===== src/rtl/prio_latch_seg.sv =====
// prio_latch_seg: synchronised priority encoder with quiz-buzzer lockout
// driving a two-digit multiplexed common-anode seven-segment display.
module prio_latch_seg #(
    parameter int N        = 8,
    parameter int SCAN_DIV = 1000
) (
    input  logic         clk,
    input  logic         rst_n,
    input  logic [N-1:0] in,
    input  logic         mode,
    input  logic         clr,
    output logic         valid,
    output logic [3:0]   idx,
    output logic [6:0]   seg,
    output logic [1:0]   dig
);
    localparam int CW = $clog2(SCAN_DIV);

    typedef enum logic {IDLE, LOCKED} state_t;

    state_t        state;
    logic [N-1:0]  sync1, sync2;
    logic          mode_q;
    logic [3:0]    win;
    logic          any;
    logic [CW-1:0] cnt;
    logic          wrap;
    logic [1:0]    dig_next;
    logic [3:0]    digit_val;
    logic [6:0]    seg_next;

    function automatic logic [6:0] pat(input logic [3:0] d);
        case (d)
            4'd0:    pat = 7'b1000000;
            4'd1:    pat = 7'b1111001;
            4'd2:    pat = 7'b0100100;
            4'd3:    pat = 7'b0110000;
            4'd4:    pat = 7'b0011001;
            4'd5:    pat = 7'b0010010;
            4'd6:    pat = 7'b0000010;
            4'd7:    pat = 7'b1111000;
            4'd8:    pat = 7'b0000000;
            4'd9:    pat = 7'b0010000;
            default: pat = 7'b1111111;
        endcase
    endfunction

    // Later iterations overwrite earlier ones, so the highest set bit wins.
    always_comb begin
        win = '0;
        for (int i = 0; i < N; i++)
            if (sync2[i]) win = 4'(i);
    end

    assign any       = |sync2;
    assign wrap      = cnt == CW'(SCAN_DIV - 1);
    assign dig_next  = wrap ? ~dig : dig;
    assign digit_val = dig_next[0] ? ((idx >= 4'd10) ? 4'd1 : 4'd0)
                                   : ((idx >= 4'd10) ? idx - 4'd10 : idx);
    assign seg_next  = (!valid || (dig_next[0] && idx < 4'd10)) ? 7'b1111111 : pat(digit_val);

    always_ff @(posedge clk or negedge rst_n) begin
        if (!rst_n) begin
            sync1 <= '0;
            sync2 <= '0;
        end else begin
            sync1 <= in;
            sync2 <= sync1;
        end
    end

    always_ff @(posedge clk or negedge rst_n) begin
        if (!rst_n) begin
            state  <= IDLE;
            mode_q <= 1'b0;
            valid  <= 1'b0;
            idx    <= '0;
        end else begin
            mode_q <= mode;
            if (!mode) begin
                state <= IDLE;
                valid <= any;
                idx   <= win;
            end else if (!mode_q) begin
                state <= IDLE;
                valid <= 1'b0;
                idx   <= '0;
            end else if (state == LOCKED) begin
                if (clr) begin
                    state <= IDLE;
                    valid <= 1'b0;
                    idx   <= '0;
                end
            end else if (any) begin
                state <= LOCKED;
                valid <= 1'b1;
                idx   <= win;
            end else begin
                valid <= 1'b0;
                idx   <= '0;
            end
        end
    end

    // seg is computed for the digit that becomes active on this edge, so the two stay aligned.
    always_ff @(posedge clk or negedge rst_n) begin
        if (!rst_n) begin
            cnt <= '0;
            dig <= 2'b10;
            seg <= 7'b1111111;
        end else begin
            cnt <= wrap ? '0 : cnt + 1'b1;
            dig <= dig_next;
            seg <= seg_next;
        end
    end
endmodule

===== config.mk =====
export PLATFORM = sky130hd
export DESIGN_NAME = prio_latch_seg
export DESIGN_NICKNAME = d
export VERILOG_FILES = /design/src/rtl/prio_latch_seg.sv
export SDC_FILE = /design/constraint.sdc
export NUM_CORES = 1
export LEC_CHECK = 0
export CAP_MARGIN = 10
export CORE_ASPECT_RATIO = 0.6
export CORE_UTILIZATION = 29
export DETAILED_ROUTE_END_ITERATION = 12
export GPL_TIMING_DRIVEN = 0
export HOLD_SLACK_MARGIN = 0.08
export PLACE_DENSITY = 0.51
export SYNTH_ARGS = -nofsm -noshare
export SYNTH_HDL_FRONTEND = slang
export SYNTH_SLANG_ARGS = --single-unit

===== constraint.sdc =====
create_clock -name clk -period 4.8 [get_ports clk]
set_clock_uncertainty 0.15 [all_clocks]
set_input_delay 1.2 -clock clk [delete_from_list [all_inputs] [get_ports clk]]
set_output_delay 1.2 -clock clk [all_outputs]
set_load 0.02 [all_outputs]

==> summary.txt, run 1 <==
Status
  • Failing checks: DRC
  • Status: complete, but fails checks

Yosys
  • Post-synthesis async set-or-reset flop share: 1.000
  • Post-synth top cells: dfrtp_1, nand2_1, nor2_1, dfstp_2
  • EDFF count, synth: 0
  • Synthesized net count: 151
  • Top post-synthesis cells by area: dfrtp_1, dfstp_2, ha_1
  • Avg Inst Size Synth: 12.18 um^2
  • Synth Flop Type: dfrtp_1
  • Ys Warns: 0
  • Cells after Synth: about 130
  • Cell variety after synth: 36
  • Post-synthesis sequential area ratio: 0.6394
  • Top-area cell type share of the netlist area: 0.5097
  • Post-Syn Area: roughly 1600 um^2
  • Top-count cell post-synth: dfrtp_1
  • Seq cells post-synth: between 40 and 50
  • Post-synth top area cell: dfrtp_1

Worst setup path
  • Crit path required time: 3.45 ns
  • CP delay by family, top: buffers and inverters
  • Crit. End Element: output pin
  • Reg2Reg Setup Slack: 2.54 ns
  • Worst-path fanout max: 2
  • Slowest CP cell: clkdlybuf4s50_1
  • Highest cell delay on the worst timing path: roughly 0.60 ns
  • Worst r2r path cells: 8
  • CP Class: flip-flop to output pin
  • Crit-path cells: clkdlybuf4s50_1
  • RR Endpoint: seg[3]$_DFF_PN1_
  • WP data arrival: 1.43 ns
  • Worst Path Buf+Inv: 1
  • Worst setup SP type: flip-flop
  • Worst path depth: 1
  • Reg-to-Reg Start: cnt[0]$_DFF_PN0_

Route
  • DRC Markers: 2
  • Average wire per standard cell: 11.65 um
  • Final wirelength: 2690 um
  • Initial drt markers: 32
  • Vias/cell: around 4.4
  • Post-route ant nets: 0
  • Vias: 1013
  • Drt first pass iters: 11

Pwr
  • Leakage: 0.9152 nW
  • Flop pwr share: 0.522
  • Maximum vdd ir drop: between 0.15 and 0.2 mV
  • Comb pwr share: 0.112
  • Internal power: 0.5636 mW
  • PwrDens: about 360 nW/um^2
  • Switching Fraction: 0.2258
  • Clock Power Share: 0.366
  • P_sw: approximately 0.16 mW

Die
  • IO Pins: 26
  • Initial Utilization: 0.3113
  • Die X: 98.50 um
  • Die Height: 59.90 um
  • FP Rows: 20
  • Die area: just under 6000 um^2
  • Core footprint: between 5000 and 6000 um^2

Clocking
  • CTS tree: built
  • # Post-CTS Setup Buffers: 0
  • Clk_lat worst skew: ~0.29 ns
  • CTS hold repair buffers: 0
  • Clock buffer depth: 2
  • CTS Buf Count: 5
  • Worst-path clk slew: ~0.08 ns
  • H-tree Lvls: 2
  • Clock sinks: between 40 and 50
  • Root buffer cell: clkbuf_8
  • Cts repair resizes: 0

Final layout
  • Fillers: 501
  • Layout cell share with drive strength beyond 1: 0.1455
  • Area Overhead vs Synth: 26.25%
  • Fin cells: ~230
  • Final instance area: 2046 um^2
  • Nets: 182
  • Number of antenna diodes: 0

Flow run
  • Max-cap violations: 0

Global routing
  • Grt total ovfl: 0
  • Initial antenna violation count: 0
  • First-pass GRT wire length: between 4000 and 5000 um
  • Number of global-route vias before repair: 1041
  • Total track usage: 0.1114
  • Largest net degree at the start of global routing: 42

Timing
  • Final worst path period share: 0.5785
  • Final setup TNS: 0 ns
  • Slew margin rel.: 0.4334
  • Worst-margin pin slew: 0.8500 ns
  • Unrepaired setup endpoints after global routing: false
  • Setup Viol. Count Final: 0
  • Fmax: 360.1 MHz
  • Period minus WS final: 2.777 ns
  • Final Slew Violations: 0
  • Hold Vio Cnt, Final: 0

Placed design
  • Post-DP HPWL: 1923 um
  • RD Place Congestion: 0.7528
  • PortBufs: 24
  • DP Cell Count: 223
  • Placed Area: between 1500 and 2000 um^2

Min path
  • Hold EP: sync2[0]$_DFF_PN0_
  • Hold path startpoint: sync1[0]$_DFF_PN0_
  • Hold Path Depth: 0
  • Hold crit path type: flip-flop to flip-flop
kinds of logic (layout without fill, tap and decap cells):
family          after synthesis  after routing  share of synthesized area
simple gates                 50             50                     0.1761
flops                        41             41                     0.6394
compound gates               19             19                    0.07412
buf+inv                       9             41                    0.02393
xor+xnor                      7              7                    0.03784
fa+ha+maj                     6              6                    0.04633
other cells                   1              1                   0.002314
sequential cells by signal, indices dropped and copies added (netlist names):
| register | cells |
|---|---|
| valid | 1 |
| state | 1 |
| idx | 3 |
| mode_q | 1 |
| sync1 | 8 |
| dig | 2 |
| seg | 7 |
| sync2 | 8 |
| cnt | 10 |
layout by cell type, fill, tap and decap left out, types with 2 or more instances in the layout:
cell type and count:
dfstp_2 8, nand3_1 6, o31ai_1 2, dfrtp_1 33, ha_1 6, clkbuf_8 5, clkdlybuf4s50_1 23, xnor2_1 4
buf_2 2, nand2_1 15, xor2_1 3, nor2_1 10, o211ai_1 2, inv_1 6, or3_1 2, and2_1 2
a21oi_1 5, nor3_1 4, o21ai_0 5
layout make-up:
type	count	area (um^2)	share of cell area
well taps	66	82.58	0.04037
inverters	6	22.52	0.01101
multi-input cells	83	545.5	0.2667
repair buffers	24	235.2	0.1150
plain buffers	3	16.27	0.007951
clock buffers	6	72.57	0.03547
clock inverters	2	35.03	0.01713
flip-flops and latches	41	1036	0.5064
power by group through the flow:
stage,sequential [mW],combinational [mW],clock [mW]
final,0.380,0.0815,0.267
after global routing,0.383,0.0906,0.293
after CTS,0.380,0.0828,0.277
after detailed placement,0.387,0.0826,0
after global placement,0.386,0.0827,0
after floorplan,0.400,0.0246,0
metal layers:
layer	track usage	routed length, um	vias to the layer above
met4	0.07036	53	0
li1	-	-	514
met2	0.1610	1093	24
met3	0.03509	151	5
met5	0	0	-
met1	0.1472	1392	470
worst max-delay path by stage:
stage	slack [ns]	from	endpoint
after global routing	1.99	dig[1]$_DFFE_PN1N_	dig[1]
after floorplan	2.76	cnt[0]$_DFF_PN0_	seg[3]$_DFF_PN1_
final	2.02	dig[1]$_DFFE_PN1N_	dig[1]
after CTS	2.00	dig[1]$_DFFE_PN1N_	dig[1]
after global placement	1.46	rst_n	idx[2]$_DFFE_PN0P_
after detailed placement	2.32	mode	idx[2]$_DFFE_PN0P_
per-stage QoR:
stage                     total power, mW  hold WS (ns)  setup slack (ns)    util
after CTS                          0.7400        0.2042             2.005  0.3930
after floorplan                    0.4249        0.1812             2.762       -
after global placement             0.4684        0.1830             1.456  0.3733
after global routing               0.7665        0.2130             1.988  0.3930
final                              0.7280        0.2011             2.023  0.3930
after detailed placement           0.4694        0.1847             2.321  0.3724
(Power assumes the default switching activity.)
==> run 2, diff against run 1 <==
--- a/config.mk
+++ b/config.mk
@@ -11,7 +11,7 @@
 export DETAILED_ROUTE_END_ITERATION = 12
 export GPL_TIMING_DRIVEN = 0
 export HOLD_SLACK_MARGIN = 0.08
-export PLACE_DENSITY = 0.51
+export PLACE_DENSITY = 0.52
 export SYNTH_ARGS = -nofsm -noshare
 export SYNTH_HDL_FRONTEND = slang
 export SYNTH_SLANG_ARGS = --single-unit
==> constraint.sdc (replaced) <==
create_clock -name clk -period 2.5 [get_ports clk]
set_clock_uncertainty 0.15 [all_clocks]
set_input_delay 0.625 -clock clk [delete_from_list [all_inputs] [get_ports clk]]
set_output_delay 0.625 -clock clk [all_outputs]
set_load 0.02 [all_outputs]
==> run 2 against run 1 <==
Compared with the run above:
- the flow now finishes without violations
- combinational power increased by 93%
- first-iteration DRC count is 19% lower
- register-to-register slack lost 2.4 ns
- via count is 0.69% lower
- setup slack worse by 1.9 ns
- core utilization decreased by 0.22 points
- sequential power rose by 92%
- critical endpoint is now seg[1]$_DFF_PN1_
==> summary.txt, run 2 (synthesis gave the netlist of run 1 again) <==
Worst setup path
  • Worst-path fanout max: 5 (+3)
  • CP delay by family, top: simple AND/OR/NAND/NOR gates
  • Reg-to-Reg Start: cnt[0]$_DFF_PN0_
  • Most used cell, CP: ha_1
  • Worst Path Buf+Inv: 0 (-1)
  • Crit path from: cnt[0]$_DFF_PN0_
  • Crit-path cells: ha_1, nand4b_1, o31a_1, nor2_1, nand2_1, ha_1, o21ai_0
  • Crit path required time: 2.56 ns (-0.89 ns)
  • CP Class: flip-flop to flip-flop
  • Highest cell delay on the worst timing path: 0.38 ns (-0.22 ns)
  • WP data arrival: 2.39 ns (+0.96 ns)
  • Crit. End Element: flip-flop
  • Worst setup SP type: flip-flop
  • Slowest CP cell: dfrtp_1

Status
  • Status: finished, final reports clean

Placed design
  • DP Cell Count: 223 (unchanged)
  • Post-DP HPWL: 1979 um (+2.9%)
  • PortBufs: 24 (unchanged)
  • RD Place Congestion: 0.7671 (+1.9%)
  • Place WS: 0.1776 ns (-2.144 ns)
  • Placed Area: 1938 um^2 (unchanged)

Clocking
  • CTS hold repair buffers: 0 (unchanged)
  • CTS Buf Count: 5 (unchanged)
  • Worst-path clk slew: 0.07 ns (about the same)
  • Clk_lat worst skew: 0.29 ns (about the same)
  • Clock sinks: 41 (unchanged)
  • CTS tree: built
  • Root buffer cell: clkbuf_8
  • Clock buffer depth: 2 (unchanged)
  • H-tree Lvls: 2 (unchanged)

Min path
  • Hold path startpoint: sync1[1]$_DFF_PN0_
  • Hold crit path type: flip-flop to flip-flop

Timing
  • Final Slew Violations: 0 (unchanged)
  • Slew margin rel.: 0.4311 (-0.002215)
  • Hold Slack: 0.2009 ns (-0.0001960 ns)
  • Hold Vio Cnt, Final: 0 (unchanged)
  • Fmax: ~430 MHz
  • Final setup TNS: 0 ns (unchanged)
  • Worst-margin pin slew: 0.8533 ns (+0.003322 ns)
  • Unrepaired setup endpoints after global routing: false
  • Period minus WS final: 2.334 ns
  • Final worst slack: 0.1661 ns (-1.857 ns)
  • Setup Viol. Count Final: 0 (unchanged)
  • Final worst path period share: 0.9336

Final layout
  • Layout cell share with drive strength beyond 1: 0.1455 (unchanged)
  • Number of antenna diodes: 0 (unchanged)
  • Area Overhead vs Synth: 25.56%
  • Final instance area: 2034 um^2 (-0.55%)
  • Reg area: 1036 um^2 (unchanged)
  • Final core occ: 0.3909 (-0.002164)
  • Top Registers: cnt: 10 flops, sync1: 8 flops, sync2: 8 flops
  • Top reg by flops: cnt
  • Area of the multi-input gates: 551.8 um^2 (+1.1%)
  • Commonest non-fill, non-tap cell in the layout: dfrtp_1
  • Max reg flops: 10 (unchanged)
  • Nets: 182 (unchanged)
  • Fin cells: 231 (unchanged)
  • Fillers: 506 (+1.0%)
  • Commonest non-fill, non-tap cells in the layout: dfrtp_1, clkdlybuf4s50_1, nand2_1

Global routing
  • Largest net degree at the start of global routing: 42 (unchanged)
  • Number of global-route vias before repair: 917 (-12%)
  • Initial antenna violation count: 0 (unchanged)
  • First-pass GRT wire length: 4395 um (-9.6%)
  • Total track usage: 0.1049 (-0.006574)
  • Grt total ovfl: 0 (unchanged)

Pwr
  • Maximum vdd ir drop: 0.2101 mV (+36%)
  • Leakage: 0.9057 nW (-1.0%)
  • PwrDens: 648.2 nW/um^2 (+82%)
  • Power, Total: 1.319 mW (+81%)

Route
  • DRC Markers: 0 (-2)
  • Post-route ant nets: 0 (unchanged)
  • Final wirelength: 2698 um (+0.30%)
  • Vias/cell: 4.355 (-0.69%)
  • Initial drt markers: 26 (-19%)
  • Drt first pass iters: 5 (-6)
  • Vias: 1006 (-0.69%)
  • Average wire per standard cell: 11.68 um (+0.30%)

Die
  • Die area: 5900 um^2 (unchanged)
  • IO Pins: 26 (unchanged)
  • Die X: 98.50 um (unchanged)
  • FP Rows: 20 (unchanged)
  • Core footprint: 5205 um^2 (unchanged)
  • Die Height: 59.90 um (unchanged)
  • Initial Utilization: 0.3113 (unchanged)

Flow run
  • Max-cap violations: 0 (unchanged)
## run 2: routing by layer
| layer | GRT usage | up-vias | wire (um) |
|---|---|---|---|
| met5 | 0 | - | 0 |
| met4 | 0.07036 | 0 | 70 |
| met3 | 0.04444 | 8 | 157 |
| met2 | 0.1348 | 25 | 965 |
| met1 | 0.1421 | 460 | 1505 |
| li1 | - | 513 | - |
## run 2: worst reg2reg max path, stage by stage (launching register included)
cell      delay (ns)
dfrtp_1         0.38
ha_1            0.26
nand4b_1        0.23
o31a_1          0.33
nor2_1          0.26
nand2_1         0.15
ha_1            0.31
o21ai_0         0.19
## run 2: layout make-up
cell class,count,share of cell area
flip-flops and latches,41,0.5092
multi-input cells,83,0.2712
repair buffers,24,0.1156
clock buffers,8,0.04428
well taps,66,0.04059
inverters,6,0.01107
plain buffers,3,0.007995
## run 2: where the power goes
group	internal, mW	total (mW)	leakage, nW	switching, mW
Clock	0.225	0.432	0.0455	0.207
Combinational	0.0748	0.157	0.381	0.0823
Sequential	0.711	0.730	0.479	0.0183
## run 2: path summary, 6_finish.rpt
check,endpoint,slack (ns),cells after the start
setup / recovery,seg[1]$_DFF_PN1_,0.17,7
hold / removal,sync2[1]$_DFF_PN0_,0.20,0
setup reg to reg,seg[1]$_DFF_PN1_,0.17,7
hold reg to reg,sync2[1]$_DFF_PN0_,0.20,0
max in group asynchronous,idx[0]$_DFFE_PN0P_,1.37,1
min in group asynchronous,cnt[6]$_DFF_PN0_,0.29,1
## run 2: what timing repair did
item                       4_1_cts  5_1_grt
gates resized for setup          0        1
setup endpoints to repair        0        1
buffers inserted                 0        0
==> run 3, diff against run 2 <==
--- a/config.mk
+++ b/config.mk
@@ -12,6 +12,7 @@
 export GPL_TIMING_DRIVEN = 0
 export HOLD_SLACK_MARGIN = 0.08
 export PLACE_DENSITY = 0.52
+export SETUP_SLACK_MARGIN = 0.05
 export SYNTH_ARGS = -nofsm -noshare
 export SYNTH_HDL_FRONTEND = slang
 export SYNTH_SLANG_ARGS = --single-unit
==> run 3 against run 2 <==
Compared with the run above:
- sequential power is essentially flat
- final cell count is the same
- critical path depth is the same
- critical path type unchanged
- largest power group unchanged
- sequential share of layout area shrank 0.062 points
- maximum frequency grew 3.2%
- highest routed layer unchanged
- non-clock buffer count is the same
- first-iteration DRC count shrank 12%
- total power is essentially flat
==> summary.txt, run 3 (synthesis gave the netlist of run 1 again) <==
Final layout
  • Layout cell share with drive strength beyond 1: 0.1515 (+0.006061)
  • Nets: 182 (unchanged)
  • Fillers: 509 (+0.59%)
  • Area Overhead vs Synth: 25.71%
  • Commonest non-fill, non-tap cells in the layout: dfrtp_1, clkdlybuf4s50_1, nand2_1
  • Max reg flops: 10 (unchanged)
  • Number of antenna diodes: 0 (unchanged)
  • Top reg by flops: cnt
  • Final core occ: 0.3913 (+0.0004810)
  • Top Registers: cnt: 10 flops, sync1: 8 flops, sync2: 8 flops
  • Fin cells: 231 (unchanged)
  • Final instance area: 2037 um^2 (+0.12%)
  • Commonest non-fill, non-tap cell in the layout: dfrtp_1

Worst setup path
  • Worst-path fanout max: 5 (unchanged)
  • Most used cell, CP: ha_1
  • RR Endpoint: seg[1]$_DFF_PN1_
  • Crit-path cells: ha_1, nand4b_1, o31a_1, nor2_2, nand2_1, ha_1, o21ai_0
  • WP data arrival: 2.32 ns (-0.07 ns)
  • Reg-to-Reg Start: cnt[0]$_DFF_PN0_
  • Crit path required time: 2.56 ns (about the same)
  • Highest cell delay on the worst timing path: 0.38 ns (about the same)
  • Slowest CP cell: dfrtp_1
  • Worst r2r path cells: 7 (unchanged)
  • Worst setup SP type: flip-flop
  • CP delay by family, top: adder cells
  • Crit path from: cnt[0]$_DFF_PN0_
  • Worst Path Buf+Inv: 0 (unchanged)
  • Reg2Reg Setup Slack: 0.24 ns (+0.07 ns)
  • Crit. End Element: flip-flop
  • CP Class: flip-flop to flip-flop

Die
  • FP Rows: 20 (unchanged)
  • Die Height: 59.90 um (unchanged)
  • Die X: 98.50 um (unchanged)
  • Initial Utilization: 0.3113 (unchanged)
  • Core footprint: 5205 um^2 (unchanged)
  • IO Pins: 26 (unchanged)
  • Die area: 5900 um^2 (unchanged)

Clocking
  • CTS hold repair buffers: 0 (unchanged)
  • Root buffer cell: clkbuf_8
  • Worst-path clk slew: 0.07 ns (about the same)
  • Clock buffer depth: 2 (unchanged)
  • CTS tree: built
  • Clk_lat worst skew: 0.29 ns (about the same)
  • Clock sinks: 41 (unchanged)
  • H-tree Lvls: 2 (unchanged)
  • CTS Buf Count: 5 (unchanged)
  • # Post-CTS Setup Buffers: 0 (unchanged)

Placed design
  • DP Cell Count: 223 (unchanged)
  • RD Place Congestion: 0.7671 (unchanged)
  • PortBufs: 24 (unchanged)
  • Placed Area: 1938 um^2 (unchanged)
  • Post-DP HPWL: 1979 um (unchanged)
  • Place WS: 0.1776 ns (unchanged)

Global routing
  • Initial antenna violation count: 0 (unchanged)
  • Total track usage: 0.1049 (unchanged)
  • Number of global-route vias before repair: 917 (unchanged)
  • Grt total ovfl: 0 (unchanged)
  • Largest net degree at the start of global routing: 42 (unchanged)
  • First-pass GRT wire length: 4395 um (unchanged)

Flow run
  • Max-cap violations: 0 (unchanged)

Timing
  • Unrepaired setup endpoints after global routing: false
  • Worst-margin pin slew: 0.8532 ns (-0.00006998 ns)
  • Fmax: 442.2 MHz (+3.2%)
  • Final worst slack: 0.2384 ns (+0.07230 ns)
  • Hold Slack: 0.2009 ns (unchanged)
  • Period minus WS final: 2.262 ns (-0.07230 ns)
  • Setup Viol. Count Final: 0 (unchanged)
  • Final worst path period share: 0.9046 (-0.02892)
  • Slew margin rel.: 0.4312 (about the same)
  • Hold Vio Cnt, Final: 0 (unchanged)
  • Final setup TNS: 0 ns (unchanged)
  • Final Slew Violations: 0 (unchanged)

Route
  • Post-route ant nets: 0 (unchanged)
  • Vias: 1005 (-0.099%)
  • Initial drt markers: 23 (-12%)
  • DRC Markers: 0 (unchanged)
  • Drt first pass iters: 5 (unchanged)
  • Average wire per standard cell: 11.78 um (+0.89%)
  • Vias/cell: 4.351 (about the same)
  • Final wirelength: 2722 um (+0.89%)

Min path
  • Hold path startpoint: sync1[1]$_DFF_PN0_
  • Hold crit path type: flip-flop to flip-flop
  • Hold Path Depth: 0 (unchanged)
  • Hold EP: sync2[1]$_DFF_PN0_

Status
  • Status: finished, final reports clean

Pwr
  • Power, Total: 1.319 mW (about the same)
  • PwrDens: 647.5 nW/um^2 (about the same)
  • P_sw: 0.3081 mW (+0.11%)
  • Maximum vdd ir drop: 0.2101 mV (about the same)
  • Internal power: 1.011 mW (unchanged)
  • Leakage: 0.9066 nW (+0.11%)
  • Clock Power Share: 0.328 (about the same)
  • Comb pwr share: 0.119 (about the same)
  • Switching Fraction: 0.2336 (about the same)
  • Flop pwr share: 0.553 (about the same)
run 3: cell types whose count changed in the layout (fill, tap and decap cells not counted):
cell | previous run | this run
nor2_1 | 10 | 9
nor2_2 | 0 | 1
run 3: layout make-up:
class	count	area, um^2	share of cell area
Buffer	3	16.27	0.007985
Timing Repair Buffer	24	235.2	0.1155
Clock buffer	8	90.09	0.04423
Sequential cell	41	1036	0.5086
Tap cell	66	82.58	0.04054
Multi-Input combinational cell	83	554.3	0.2721
Inverter	6	22.52	0.01106
run 3: worst max-delay path by stage:
stage	end	slack (ns)	cells past startpoint
finish	seg[1]$_DFF_PN1_	0.24	7
global route	seg[1]$_DFF_PN1_	0.09	7
floorplan	seg[3]$_DFF_PN1_	0.46	8
global placement	state$_DFF_PN0_	-0.25	1
CTS	seg[1]$_DFF_PN1_	0.15	7
detailed placement	seg[1]$_DFF_PN1_	0.18	7
run 3: power by group through the flow:
stage	clock, mW	combinational (mW)	sequential (mW)
2_1_floorplan	0	0.0472	0.768
5_1_grt	0.481	0.172	0.733
4_1_cts	0.459	0.159	0.730
3_3_place_gp	0	0.159	0.741
3_5_place_dp	0	0.159	0.743
6_report	0.432	0.157	0.730
run 3: layer usage:
layer	vias to the layer above	GRT usage	routed length [um]
met5	-	0	0
met1	460	0.1421	1519
met2	25	0.1348	976
met3	8	0.04444	157
li1	512	-	-
met4	0	0.07036	70
run 3: timing repair:
item / CTS / global route
hold endpoints to repair: 0 / 0
setup endpoints to repair: 0 / 2
resized for setup: 0 / 2
run 3: worst register-to-register path, stage by stage, from the launching register on:
cell and delay [ns]:
dfrtp_1 0.38, ha_1 0.26, nand4b_1 0.23, o31a_1 0.34, nor2_2 0.20, nand2_1 0.13, ha_1 0.31, o21ai_0 0.19
